**src/rtl/decode_queue_if.sv**
```systemverilog
// Handshake bundle between the fetcher, the decode queue and the dispatcher.
// The slave modport is the queue's view; master is the surrounding pipeline's view.
interface decode_queue_if #(
  parameter int OP_WIDTH = 7,
  parameter int REG_NUM  = 32
);
  localparam int RW = $clog2(REG_NUM);

  logic                rdy_in;
  logic                flush_in;
  logic                inst_valid_in;
  logic [31:0]         inst_in;
  logic [31:0]         pc_in;
  logic                pred_jump_in;
  logic                inst_ready_out;
  logic                out_valid;
  logic                out_ready;
  logic [OP_WIDTH-1:0] out_op;
  logic [RW-1:0]       out_rd;
  logic [RW-1:0]       out_rs1;
  logic [RW-1:0]       out_rs2;
  logic [31:0]         out_imm;
  logic [31:0]         out_pc;
  logic                out_pred_jump;
  logic [4:0]          out_flags;

  modport slave (
    input  rdy_in, flush_in, inst_valid_in, inst_in, pc_in, pred_jump_in, out_ready,
    output inst_ready_out, out_valid, out_op, out_rd, out_rs1, out_rs2, out_imm, out_pc,
           out_pred_jump, out_flags
  );

  modport master (
    output rdy_in, flush_in, inst_valid_in, inst_in, pc_in, pred_jump_in, out_ready,
    input  inst_ready_out, out_valid, out_op, out_rd, out_rs1, out_rs2, out_imm, out_pc,
           out_pred_jump, out_flags
  );
endinterface

```
**src/rtl/decode_queue.sv**
```systemverilog
// Registered RV32I decode stage: decodes on enqueue and buffers 2**QUEUE_WIDTH entries.
// Optional macro DECODE_QUEUE_BYPASS_EN: an empty queue with a ready dispatcher passes the
// incoming instruction straight to the outputs in the same cycle without storing it.
module decode_queue #(
  parameter int QUEUE_WIDTH = 2,
  parameter int REG_NUM     = 32,
  parameter int OP_WIDTH    = 7
) (
  input logic           clk_in,
  input logic           rst_in,
  decode_queue_if.slave bus
);
  localparam int DEPTH = 1 << QUEUE_WIDTH;
  localparam int RW    = $clog2(REG_NUM);
  localparam logic [QUEUE_WIDTH:0] FULL_CNT = (QUEUE_WIDTH + 1)'(DEPTH);

  localparam logic [6:0] OPC_LUI    = 7'h37;
  localparam logic [6:0] OPC_AUIPC  = 7'h17;
  localparam logic [6:0] OPC_JAL    = 7'h6f;
  localparam logic [6:0] OPC_JALR   = 7'h67;
  localparam logic [6:0] OPC_BRANCH = 7'h63;
  localparam logic [6:0] OPC_LOAD   = 7'h03;
  localparam logic [6:0] OPC_STORE  = 7'h23;
  localparam logic [6:0] OPC_OPIMM  = 7'h13;
  localparam logic [6:0] OPC_OP     = 7'h33;

  typedef struct packed {
    logic [OP_WIDTH-1:0] op;
    logic [RW-1:0]       rd;
    logic [RW-1:0]       rs1;
    logic [RW-1:0]       rs2;
    logic [31:0]         imm;
    logic [31:0]         pc;
    logic                pred;
    logic [4:0]          flags;
  } entry_t;

  logic [31:0] inst;
  logic [6:0]  opcode;
  logic [2:0]  funct3;
  logic [6:0]  funct7;
  logic [31:0] imm_i, imm_s, imm_b, imm_u, imm_j, imm_sh;

  logic [OP_WIDTH-1:0] d_op;
  logic                use_rd, use_rs1, use_rs2, d_mem, d_br;
  logic [31:0]         d_imm;
  logic                op_ok;
  entry_t              dec;

  entry_t                 store [DEPTH];
  logic [QUEUE_WIDTH-1:0] head, tail;
  logic [QUEUE_WIDTH:0]   count;
  logic                   full, ready, q_valid, bypass, enq, deq;
  entry_t                 shown;

  assign inst   = bus.inst_in;
  assign opcode = inst[6:0];
  assign funct3 = inst[14:12];
  assign funct7 = inst[31:25];
  assign imm_i  = {{20{inst[31]}}, inst[31:20]};
  assign imm_s  = {{20{inst[31]}}, inst[31:25], inst[11:7]};
  assign imm_b  = {{19{inst[31]}}, inst[31], inst[7], inst[30:25], inst[11:8], 1'b0};
  assign imm_u  = {inst[31:12], 12'b0};
  assign imm_j  = {{11{inst[31]}}, inst[31], inst[19:12], inst[20], inst[30:21], 1'b0};
  assign imm_sh = {27'b0, inst[24:20]};

  // Opcode/funct decode into the internal op number and operand usage.
  always_comb begin
    d_op    = '0;
    use_rd  = 1'b0;
    use_rs1 = 1'b0;
    use_rs2 = 1'b0;
    d_mem   = 1'b0;
    d_br    = 1'b0;
    d_imm   = '0;
    case (opcode)
      OPC_LUI: begin
        d_op = OP_WIDTH'(1); use_rd = 1'b1; d_imm = imm_u;
      end
      OPC_AUIPC: begin
        d_op = OP_WIDTH'(2); use_rd = 1'b1; d_imm = imm_u;
      end
      OPC_JAL: begin
        d_op = OP_WIDTH'(3); use_rd = 1'b1; d_imm = imm_j;
      end
      OPC_JALR: begin
        if (funct3 == 3'b000) d_op = OP_WIDTH'(4);
        use_rd = 1'b1; use_rs1 = 1'b1; d_imm = imm_i;
      end
      OPC_BRANCH: begin
        use_rs1 = 1'b1; use_rs2 = 1'b1; d_br = 1'b1; d_imm = imm_b;
        case (funct3)
          3'b000:  d_op = OP_WIDTH'(5);
          3'b001:  d_op = OP_WIDTH'(6);
          3'b100:  d_op = OP_WIDTH'(7);
          3'b101:  d_op = OP_WIDTH'(8);
          3'b110:  d_op = OP_WIDTH'(9);
          3'b111:  d_op = OP_WIDTH'(10);
          default: d_op = '0;
        endcase
      end
      OPC_LOAD: begin
        use_rd = 1'b1; use_rs1 = 1'b1; d_mem = 1'b1; d_imm = imm_i;
        case (funct3)
          3'b000:  d_op = OP_WIDTH'(11);
          3'b001:  d_op = OP_WIDTH'(12);
          3'b010:  d_op = OP_WIDTH'(13);
          3'b100:  d_op = OP_WIDTH'(14);
          3'b101:  d_op = OP_WIDTH'(15);
          default: d_op = '0;
        endcase
      end
      OPC_STORE: begin
        use_rs1 = 1'b1; use_rs2 = 1'b1; d_mem = 1'b1; d_imm = imm_s;
        case (funct3)
          3'b000:  d_op = OP_WIDTH'(16);
          3'b001:  d_op = OP_WIDTH'(17);
          3'b010:  d_op = OP_WIDTH'(18);
          default: d_op = '0;
        endcase
      end
      OPC_OPIMM: begin
        use_rd = 1'b1; use_rs1 = 1'b1; d_imm = imm_i;
        case (funct3)
          3'b000: d_op = OP_WIDTH'(19);
          3'b010: d_op = OP_WIDTH'(20);
          3'b011: d_op = OP_WIDTH'(21);
          3'b100: d_op = OP_WIDTH'(22);
          3'b110: d_op = OP_WIDTH'(23);
          3'b111: d_op = OP_WIDTH'(24);
          3'b001: begin
            d_imm = imm_sh;
            if (funct7 == 7'h00) d_op = OP_WIDTH'(25);
          end
          3'b101: begin
            d_imm = imm_sh;
            if (funct7 == 7'h00)      d_op = OP_WIDTH'(26);
            else if (funct7 == 7'h20) d_op = OP_WIDTH'(27);
          end
          default: d_op = '0;
        endcase
      end
      OPC_OP: begin
        use_rd = 1'b1; use_rs1 = 1'b1; use_rs2 = 1'b1;
        if (funct7 == 7'h00) begin
          case (funct3)
            3'b000:  d_op = OP_WIDTH'(28);
            3'b001:  d_op = OP_WIDTH'(30);
            3'b010:  d_op = OP_WIDTH'(31);
            3'b011:  d_op = OP_WIDTH'(32);
            3'b100:  d_op = OP_WIDTH'(33);
            3'b101:  d_op = OP_WIDTH'(34);
            3'b110:  d_op = OP_WIDTH'(36);
            default: d_op = OP_WIDTH'(37);
          endcase
        end else if (funct7 == 7'h20) begin
          if (funct3 == 3'b000)      d_op = OP_WIDTH'(29);
          else if (funct3 == 3'b101) d_op = OP_WIDTH'(35);
        end
      end
      default: d_op = '0;
    endcase
  end

  // Assemble the entry; an unrecognised word keeps only pc/prediction so it still flows in order.
  always_comb begin
    op_ok     = (d_op != '0);
    dec       = '0;
    dec.pc    = bus.pc_in;
    dec.pred  = bus.pred_jump_in;
    dec.op    = d_op;
    dec.rd    = (op_ok && use_rd)  ? inst[7 +: RW]  : '0;
    dec.rs1   = (op_ok && use_rs1) ? inst[15 +: RW] : '0;
    dec.rs2   = (op_ok && use_rs2) ? inst[20 +: RW] : '0;
    dec.imm   = op_ok ? d_imm : '0;
    dec.flags = {op_ok && use_rd && (inst[7 +: RW] != '0), op_ok && use_rs1,
                 op_ok && use_rs2, op_ok && d_mem, op_ok && d_br};
  end

  assign full    = (count == FULL_CNT);
  assign ready   = bus.rdy_in & ~full & ~rst_in;
  assign q_valid = bus.rdy_in & (count != '0);
`ifdef DECODE_QUEUE_BYPASS_EN
  assign bypass  = bus.rdy_in & ~bus.flush_in & (count == '0) & bus.out_ready & ~rst_in;
`else
  assign bypass  = 1'b0;
`endif
  assign enq     = bus.inst_valid_in & ready & ~bypass;
  assign deq     = q_valid & bus.out_ready;

  // Pointer and occupancy update; flush wins over any same-cycle enqueue/dequeue.
  always_ff @(posedge clk_in or posedge rst_in) begin
    if (rst_in) begin
      head  <= '0;
      tail  <= '0;
      count <= '0;
    end else if (bus.rdy_in) begin
      if (bus.flush_in) begin
        head  <= '0;
        tail  <= '0;
        count <= '0;
      end else begin
        if (enq) tail <= tail + QUEUE_WIDTH'(1);
        if (deq) head <= head + QUEUE_WIDTH'(1);
        if (enq && !deq)      count <= count + (QUEUE_WIDTH + 1)'(1);
        else if (!enq && deq) count <= count - (QUEUE_WIDTH + 1)'(1);
      end
    end
  end

  // Entry storage; cleared on reset so the idle outputs read zero.
  always_ff @(posedge clk_in or posedge rst_in) begin
    if (rst_in) begin
      for (int i = 0; i < DEPTH; i++) store[i] <= '0;
    end else if (enq && !bus.flush_in) begin
      store[tail] <= dec;
    end
  end

  // Head entry, or the freshly decoded word when bypassing.
  always_comb begin
    shown = store[head];
    if (bypass) shown = dec;
  end

  assign bus.inst_ready_out = ready;
  assign bus.out_valid      = q_valid | (bypass & bus.inst_valid_in);
  assign bus.out_op         = shown.op;
  assign bus.out_rd         = shown.rd;
  assign bus.out_rs1        = shown.rs1;
  assign bus.out_rs2        = shown.rs2;
  assign bus.out_imm        = shown.imm;
  assign bus.out_pc         = shown.pc;
  assign bus.out_pred_jump  = shown.pred;
  assign bus.out_flags      = shown.flags;
endmodule
```
**src/flat_wrapper.sv**
```systemverilog
// flat-port wrapper written by rule: the top's interface ports become plain ports
module decode_queue_flat 
#(
  parameter int QUEUE_WIDTH = 2,
  parameter int REG_NUM     = 32,
  parameter int OP_WIDTH    = 7
)
  (clk_in, rst_in, bus_rdy_in, bus_flush_in, bus_inst_valid_in, bus_inst_in, bus_pc_in, bus_pred_jump_in, bus_out_ready, bus_inst_ready_out, bus_out_valid, bus_out_op, bus_out_rd, bus_out_rs1, bus_out_rs2, bus_out_imm, bus_out_pc, bus_out_pred_jump, bus_out_flags);
  decode_queue_if #(.OP_WIDTH(OP_WIDTH), .REG_NUM(REG_NUM)) bus_i ();
  input logic clk_in;
  input logic rst_in;
  input wire logic [$bits(bus_i.rdy_in)-1:0] bus_rdy_in;
  input wire logic [$bits(bus_i.flush_in)-1:0] bus_flush_in;
  input wire logic [$bits(bus_i.inst_valid_in)-1:0] bus_inst_valid_in;
  input wire logic [$bits(bus_i.inst_in)-1:0] bus_inst_in;
  input wire logic [$bits(bus_i.pc_in)-1:0] bus_pc_in;
  input wire logic [$bits(bus_i.pred_jump_in)-1:0] bus_pred_jump_in;
  input wire logic [$bits(bus_i.out_ready)-1:0] bus_out_ready;
  output wire logic [$bits(bus_i.inst_ready_out)-1:0] bus_inst_ready_out;
  output wire logic [$bits(bus_i.out_valid)-1:0] bus_out_valid;
  output wire logic [$bits(bus_i.out_op)-1:0] bus_out_op;
  output wire logic [$bits(bus_i.out_rd)-1:0] bus_out_rd;
  output wire logic [$bits(bus_i.out_rs1)-1:0] bus_out_rs1;
  output wire logic [$bits(bus_i.out_rs2)-1:0] bus_out_rs2;
  output wire logic [$bits(bus_i.out_imm)-1:0] bus_out_imm;
  output wire logic [$bits(bus_i.out_pc)-1:0] bus_out_pc;
  output wire logic [$bits(bus_i.out_pred_jump)-1:0] bus_out_pred_jump;
  output wire logic [$bits(bus_i.out_flags)-1:0] bus_out_flags;
  assign bus_i.rdy_in = bus_rdy_in;
  assign bus_i.flush_in = bus_flush_in;
  assign bus_i.inst_valid_in = bus_inst_valid_in;
  assign bus_i.inst_in = bus_inst_in;
  assign bus_i.pc_in = bus_pc_in;
  assign bus_i.pred_jump_in = bus_pred_jump_in;
  assign bus_i.out_ready = bus_out_ready;
  assign bus_inst_ready_out = bus_i.inst_ready_out;
  assign bus_out_valid = bus_i.out_valid;
  assign bus_out_op = bus_i.out_op;
  assign bus_out_rd = bus_i.out_rd;
  assign bus_out_rs1 = bus_i.out_rs1;
  assign bus_out_rs2 = bus_i.out_rs2;
  assign bus_out_imm = bus_i.out_imm;
  assign bus_out_pc = bus_i.out_pc;
  assign bus_out_pred_jump = bus_i.out_pred_jump;
  assign bus_out_flags = bus_i.out_flags;
  decode_queue #(.QUEUE_WIDTH(QUEUE_WIDTH), .REG_NUM(REG_NUM), .OP_WIDTH(OP_WIDTH)) u_core (.clk_in(clk_in), .rst_in(rst_in), .bus(bus_i));
endmodule
```
**config.mk**
```make
export PLATFORM = sky130hd
export DESIGN_NAME = decode_queue_flat
export DESIGN_NICKNAME = d
export VERILOG_FILES = /design/src/rtl/decode_queue_if.sv /design/src/rtl/decode_queue.sv /design/src/flat_wrapper.sv
export SDC_FILE = /design/constraint.sdc
export NUM_CORES = 1
export LEC_CHECK = 0
export ABC_AREA = 1
export ABC_CLOCK_PERIOD_IN_PS = 9450
export BUFFER_PORTS_ARGS = -buffer_cell sky130_fd_sc_hd__buf_2
export CORE_MARGIN = 5
export CORE_UTILIZATION = 50
export CTS_CLUSTER_SIZE = 16
export DETAILED_ROUTE_END_ITERATION = 12
export GPL_ROUTABILITY_DRIVEN = 1
export PLACE_DENSITY_LB_ADDON = 0.05
export SETUP_SLACK_MARGIN = 0.1
export SLEW_MARGIN = 0
export SYNTH_ARGS = -nofsm -noshare
export SYNTH_HDL_FRONTEND = slang
export SYNTH_SLANG_ARGS = --single-unit
export TNS_END_PERCENT = 30
```
**constraint.sdc**
```tcl
create_clock -name clk_in -period 9.45 [get_ports clk_in]
set_input_delay 0 -clock clk_in [delete_from_list [all_inputs] [get_ports clk_in]]
set_output_delay 0 -clock clk_in [all_outputs]
set_load 0.005 [all_outputs]
```
==> summary.txt, run 1 <==
Route
  – DRC: 0
  – Total routed wirelength: 54300 um
  – Remaining antenna violation count after routing: 0
  – Via count: 16400
  – DR vias/cell: 5.61
  – 1st-iter DRT viols: 1491
  – TritonRoute pass-1 iters: 6
  – Avg WL per Cell: 18.6 um

Global route
  – Initial antenna violation count: 1
  – Busiest layer in global routing: met2
  – GRT Residual Overflow: 0
  – Met3 usage: 5.23%
  – Gr usage total: 27.3%
  – First-pass GRT wire length: 86900 um
  – Number of global-route vias before repair: 16000
  – GR Util met1: 38.1%
  – Pin count of the biggest net entering global routing: 181
  – Met2 usage: 44.3%

Critical path
  – Crit path cell chain: inv_6 > buf_4 > o21ai_0 > o22ai_1 > buf_2
  – CP startpoint kind: flip-flop
  – Reg2reg end: u_core.store[64]$_DFFE_PP0P_
  – Reg2reg start: u_core.count[2]$_DFFE_PP0P_
  – CP max FO: 113
  – Critical path class: flip-flop to primary output
  – Arrival @ worst endpoint: 3.73 ns
  – Max incr delay on CP: 1.00 ns
  – Top cell family by delay on the critical path: buffers and inverters
  – WP data required: 9.45 ns
  – Critical path capture point type: primary output
  – R2R Setup Slk: 5.95 ns
  – R2R cell count: 8
  – Slowest CP cell: buf_4
  – WP buf/inv: 3

Run status
  – Run status: completed

Synthesis
  – Top-count cell post-synth: nand2_1
  – Post-synthesis sequential area ratio: 52.2%
  – Cell area after synthesis: 17800 um^2
  – Synth async-reset ratio: 100%
  – YS warnings: 0
  – Main flop type after synthesis: dfrtp_1
  – Area contributors post-synth: dfrtp_1, nand2_1, o21ai_0
  – Commonest cells in the netlist: nand2_1, dfrtp_1, o21ai_0, nor2_1, nand3_1
  – Yosys reg bits: 371
  – Largest area contributor in the netlist: dfrtp_1
  – Post-Syn Area per Cell: 7.71 um^2
  – Mapped Cells: 2308
  – Synth top area share: 52.2%
  – Netlist cell types: 29
  – Synthesized net count: 2384
  – EDFF count, synth: 0

Power and ir drop
  – VDD IR-drop max: 0.229 mV
  – Power, Total: 5.09 mW
  – PD cells: 246 nW/um^2
  – Pleak: 10.9 nW

Die
  – Die height: 199 um
  – Row count: 69
  – Die area: 39500 um^2
  – DIE WIDTH: 199 um
  – Starting Density: 50.4%
  – Core box area: 35300 um^2
  – Top-level I/O count: 165

Timing
  – Final Hold Fails: 0
  – Min cycle time layout: 3.73 ns
  – Final period util: 39.5%
  – Unrepaired setup endpoints after global routing: no
  – Setup_tns: 0 ns
  – Min setup slack post-route: 5.72 ns
  – # setup viols final: 0
  – Slew Limit Fails: 0
  – Clock Skew: 0.0220 ns
  – Max Freq: 0.268 GHz
  – Worst-Margin Slew: 1.18 ns
  – Slew headroom: 21.1%

Clocking
  – CTS Buffer Depth: 3
  – Clock sinks: 371
  – Total setup buffers inserted after CTS: 0
  – Post-CTS Hold Buffers: 61
  – CTS clock-pin slew for the worst setup and hold paths: 0.06 ns
  – CTS H-tree depth: 2
  – Num CTS Buffers: 42
  – Worst skew pair latency: 0.55 ns
  – CTS root buf: clkbuf_16
  – # resized after CTS: 0
  – TritonCTS clock tree: built

Worst hold path
  – Hold path endpoint: u_core.store[48]$_DFFE_PP0P_
  – Hold WC Path Type: input port to flip-flop
  – Worst hold path depth: 5
  – Worst min-delay path startpoint: bus_inst_in[30]

Finish
  – Area grow syn2layout: 16.5%
  – Layout cell share with drive strength beyond 1: 11.4%
  – Final Instance Area: 20700 um^2
  – Antenna Cells: 0
  – Layout net count: 2503

Place
  – HPWL after DPL: 29900 um
  – Final Wtd Congestion: 0.925
  – Placed cell area: 18600 um^2
  – Port Buffer Count: 163
  – Dpl ws: 5.70 ns

Run
  – Number of max-cap violations: 0
## worst reg2reg max path, stage by stage (launching register included)
cell,delay (ns)
dfrtp_1,0.41
a311oi_2,0.34
nand2_1,0.13
nor2_2,0.37
nand2_4,0.45
inv_2,0.82
buf_4,0.64
nand3_1,0.16
nand2_1,0.12
## metal layers
metal | up-vias | share of wire [%]
met2 | 632 | 46
met5 | - | 0.024
met4 | 2 | 2.4
met1 | 7878 | 43
met3 | 92 | 8.0
li1 | 7786 | -
## through the flow
step,hold WS (ns),util (%),cells
global placement,0.245,52.8,2783
detailed placement,0.247,52.8,2783
CTS,0.00164,58.7,2921
floorplan,0.0297,-,2308
finish,0.0250,58.7,2921
global route,0.0470,58.7,2921
## worst max-delay path by stage
| stage | slack [ns] | depth (start not counted) | startpoint | end |
|---|---|---|---|---|
| after global routing | 5.51 | 5 | u_core.head[0]$_DFFE_PP0P_ | bus_out_imm[24] |
| after floorplan | 4.47 | 1 | rst_in | u_core.count[0]$_DFFE_PP0P_ |
| after detailed placement | 5.70 | 13 | bus_inst_in[3] | u_core.store[151]$_DFFE_PP0P_ |
| final | 5.72 | 5 | u_core.head[0]$_DFFE_PP0P_ | bus_out_imm[31] |
| after CTS | 5.65 | 5 | u_core.head[0]$_DFFE_PP0P_ | bus_out_imm[24] |
| after global placement | 5.75 | 13 | bus_inst_in[3] | u_core.store[69]$_DFFE_PP0P_ |
## layout make-up
cell class / count / area, um^2
Tap cell: 461 / 577
Clock buffer: 66 / 1310
Inverter: 97 / 378
Sequential cell: 371 / 9290
Multi-Input combinational cell: 1673 / 7420
Fill cell: 3265 / 14600
Clock inverter: 11 / 185
Timing Repair Buffer: 242 / 1570
## sequential cells by signal, summed over array words and instances (netlist names)
| name | flops |
|---|---|
| u_core.head | 2 |
| u_core.store | 364 |
| u_core.tail | 2 |
| u_core.count | 3 |
## power breakdown
part	switching [mW]	leakage [nW]	internal [mW]
Combinational	0.932	5.29	0.524
Clock	0.663	0.726	1.08
Sequential	0.113	4.92	1.78
Total	1.71	10.9	3.38
## placed cells by master, fill, tap and decap left out, types with 5 or more instances in the layout
cell type and count:
dlygate4sd3_1 61, o21ai_1 20, buf_4 17, a21oi_1 44, inv_2 10, nand2_1 819, a31oi_1 6, nor2_1 178
nand4_1 73, bufinv_16 5, nand3_1 128, clkbuf_8 10, o22ai_1 59, nand2_2 5, clkbuf_16 45, inv_1 83
clkbuf_1 11, nor2_2 5, o21ai_0 316, buf_2 163, dfrtp_1 370
## cell families after synthesis
group                      Yosys count  synth area share (%)
and+or+nand+nor                   1217                  27.9
DFF                                371                  52.2
xor gates and xnor gates             2                0.0985
other                                1                0.0211
AOI/OAI and AO/OA                  448                  13.2
buffers and inverters              264                  6.27
adders and majority gates            5                 0.394
Power figures use the tool's default switching activity.
==> inputs of run 2 (changes only) <==
ABC_AREA = 0   (was 1)
ABC_CLOCK_PERIOD_IN_PS = 3400   (was 9450)
clock period = 3.4 ns   (was 9.45 ns; I/O delays follow)
==> run 2 against run 1 <==
Effect of this change:
- worst hold slack got worse by 0.0051 ns
- register-to-register slack got worse by 5.5 ns
- synthesized cell count decreased by 19%
- final cell count decreased by 14%
==> summary.txt, run 2 <==
Run
  – Number of max-cap violations: 0

Route
  – Remaining antenna violation count after routing: 0
  – Total routed wirelength: 54000 um
  – DR vias/cell: 5.93
  – 1st-iter DRT viols: 1298
  – TritonRoute pass-1 iters: 5
  – Via count: 14800
  – Avg WL per Cell: 21.6 um
  – DRC: 0

Synthesis
  – Post-synthesis sequential area ratio: 51.1%
  – Synthesized net count: 1945
  – Synth async-reset ratio: 100%
  – Cell area after synthesis: 18200 um^2
  – Largest area contributor in the netlist: dfrtp_1
  – Synth top area share: 51.1%
  – Netlist cell types: 68
  – YS warnings: 0
  – Yosys reg bits: 371
  – Main flop type after synthesis: dfrtp_1
  – Area contributors post-synth: dfrtp_1, mux4_2, nand2_1
  – Post-Syn Area per Cell: 9.73 um^2
  – Commonest cells in the netlist: nand2_1, dfrtp_1, nor2_1, a211oi_1, o21ai_0
  – Top-count cell post-synth: nand2_1
  – Mapped Cells: 1869
  – EDFF count, synth: 0

Worst hold path
  – Hold WC Path Type: input port to flip-flop
  – Worst hold path depth: 4

Finish
  – Number of flip-flops in the largest register: 364
  – Layout cell share with drive strength beyond 1: 18.3%
  – Commonest non-fill, non-tap cell in the layout: nand2_1
  – Area grow syn2layout: 17.0%
  – Top reg by flops: u_core.store
  – Commonest cells after routing, fill and taps aside: nand2_1, dfrtp_1, nor2_1
  – Biggest regs: u_core.store (364), u_core.count (3)
  – Fin util: 59.5%
  – Layout net count: 2091
  – Antenna Cells: 0

Critical path
  – CP startpoint kind: flip-flop
  – WP buf/inv: 1
  – WP depth: 10
  – Max incr delay on CP: 0.56 ns
  – Slowest CP cell: dlygate4sd3_1
  – Critical Path Most Common Cell: nor2_1
  – CP max FO: 6
  – WP data required: 3.86 ns
  – Crit path cell chain: nor3_1 > nor2_1 > and2_0 > nor2_1 > fa_1 > or3_1 > a211oi_1 > a31oi_1 > o2bb2ai_1 > dlygate4sd3_1
  – Top cell family by delay on the critical path: simple AND/OR/NAND/NOR gates
  – Critical path class: flip-flop to flip-flop
  – Critical path capture point type: flip-flop
  – Arrival @ worst endpoint: 3.46 ns
  – R2R cell count: 10

Timing
  – Final period util: 88.1%
  – Slew headroom: 43.7%
  – Min setup slack post-route: 0.405 ns
  – # setup viols final: 0
  – Setup_tns: 0 ns
  – Slew Limit Fails: 0
  – Min cycle time layout: 3.00 ns
  – Unrepaired setup endpoints after global routing: no
  – Clock Skew: 0.00961 ns
  – Max Freq: 0.334 GHz
  – Final Hold Fails: 0
  – Worst-Margin Slew: 0.845 ns

Global route
  – Gr usage total: 26.6%
  – Pin count of the biggest net entering global routing: 104
  – First-pass GRT wire length: 86700 um
  – Number of global-route vias before repair: 15100
  – GRT Residual Overflow: 0
  – Initial antenna violation count: 1

Clocking
  – CTS root buf: clkbuf_16
  – Worst skew pair latency: 0.53 ns
  – Post-CTS Hold Buffers: 54
  – CTS H-tree depth: 2
  – CTS Buffer Depth: 3
  – Num CTS Buffers: 42
  – Total setup buffers inserted after CTS: 0
  – # resized after CTS: 0
  – Clock sinks: 371
  – TritonCTS clock tree: built
  – CTS clock-pin slew for the worst setup and hold paths: 0.06 ns

Place
  – Dpl ws: 0.492 ns
  – Port Buffer Count: 163
  – HPWL after DPL: 33300 um
  – Final Wtd Congestion: 0.926

Die
  – Row count: 69
  – Top-level I/O count: 165
  – Die area: 40300 um^2
  – Die height: 201 um
  – DIE WIDTH: 201 um
  – Core box area: 35700 um^2
  – Starting Density: 50.9%

Power and ir drop
  – Pleak: 9.68 nW
  – PD cells: 627 nW/um^2
  – VDD IR-drop max: 0.382 mV

Run status
  – Run status: completed
## run 2: final cells by class
cell class / instances / area, um^2
clock buffer: 61 / 1170
clock inverter: 10 / 85.1
fill: 3134 / 14500
inverter: 11 / 45.0
multi-input combinational: 1330 / 8240
sequential: 371 / 9290
tap: 461 / 577
timing repair buffer: 259 / 1860
## run 2: cells by family (layout without fill, tap and decap cells)
logic type	Yosys count	after routing	share of synthesized area (%)
xor gates and xnor gates	4	4	0.193
DFF	371	371	51.1
and+or+nand+nor	867	867	19.6
adders and majority gates	5	5	0.386
muxes	92	92	11.3
other	1	1	0.0206
buffers and inverters	168	341	4.03
AOI/OAI and AO/OA	361	361	13.4
## run 2: final timing paths
path                                              start                             to  slack [ns]
max                         u_core.count[2]$_DFFE_PP0P_    u_core.count[2]$_DFFE_PP0P_        0.40
min                                     bus_inst_in[10]  u_core.store[175]$_DFFE_PP0P_        0.02
max reg2reg                 u_core.count[2]$_DFFE_PP0P_    u_core.count[2]$_DFFE_PP0P_        0.40
min reg2reg                u_core.store[23]$_DFFE_PP0P_   u_core.store[23]$_DFFE_PP0P_        0.47
max in group asynchronous                        rst_in  u_core.store[138]$_DFFE_PP0P_        2.23
min in group asynchronous                        rst_in    u_core.count[2]$_DFFE_PP0P_        0.17
## run 2: power by group
group | total, mW | internal, mW | leakage (nW) | switching [mW]
clock network | 4.23 | 2.46 | 0.616 | 1.77
registers | 5.84 | 5.29 | 5.00 | 0.551
logic | 3.27 | 1.73 | 4.06 | 1.55
total | 13.3 | 9.48 | 9.68 | 3.87
## run 2: tightest hold or removal path, delay by kind of cell
kind,cells,cell delay (ns)
and+or+nand+nor,2,0.30
AOI/OAI and AO/OA,1,0.06
buffers and inverters,1,0.14
## run 2: stage by stage
step | power, mW | hold slack, ns | instances | instance area, um^2
final | 13.3 | 0.0199 | 2503 | 21300
after global placement | 9.08 | 0.171 | 2378 | 19500
after global routing | 14.1 | 0.0235 | 2503 | 21300
after CTS | 13.5 | 0.00109 | 2503 | 21300
after floorplan | 7.86 | 0.105 | 1869 | 18200
after detailed placement | 9.17 | 0.193 | 2378 | 19500
## run 2: metal layers
metal	track usage, %	up-vias	part of all wire (%)
met5	0	-	0.022
met4	6.66	2	2.1
met3	4.73	74	6.8
met2	42.8	529	47
met1	38.1	7441	44
li1	-	6799	-
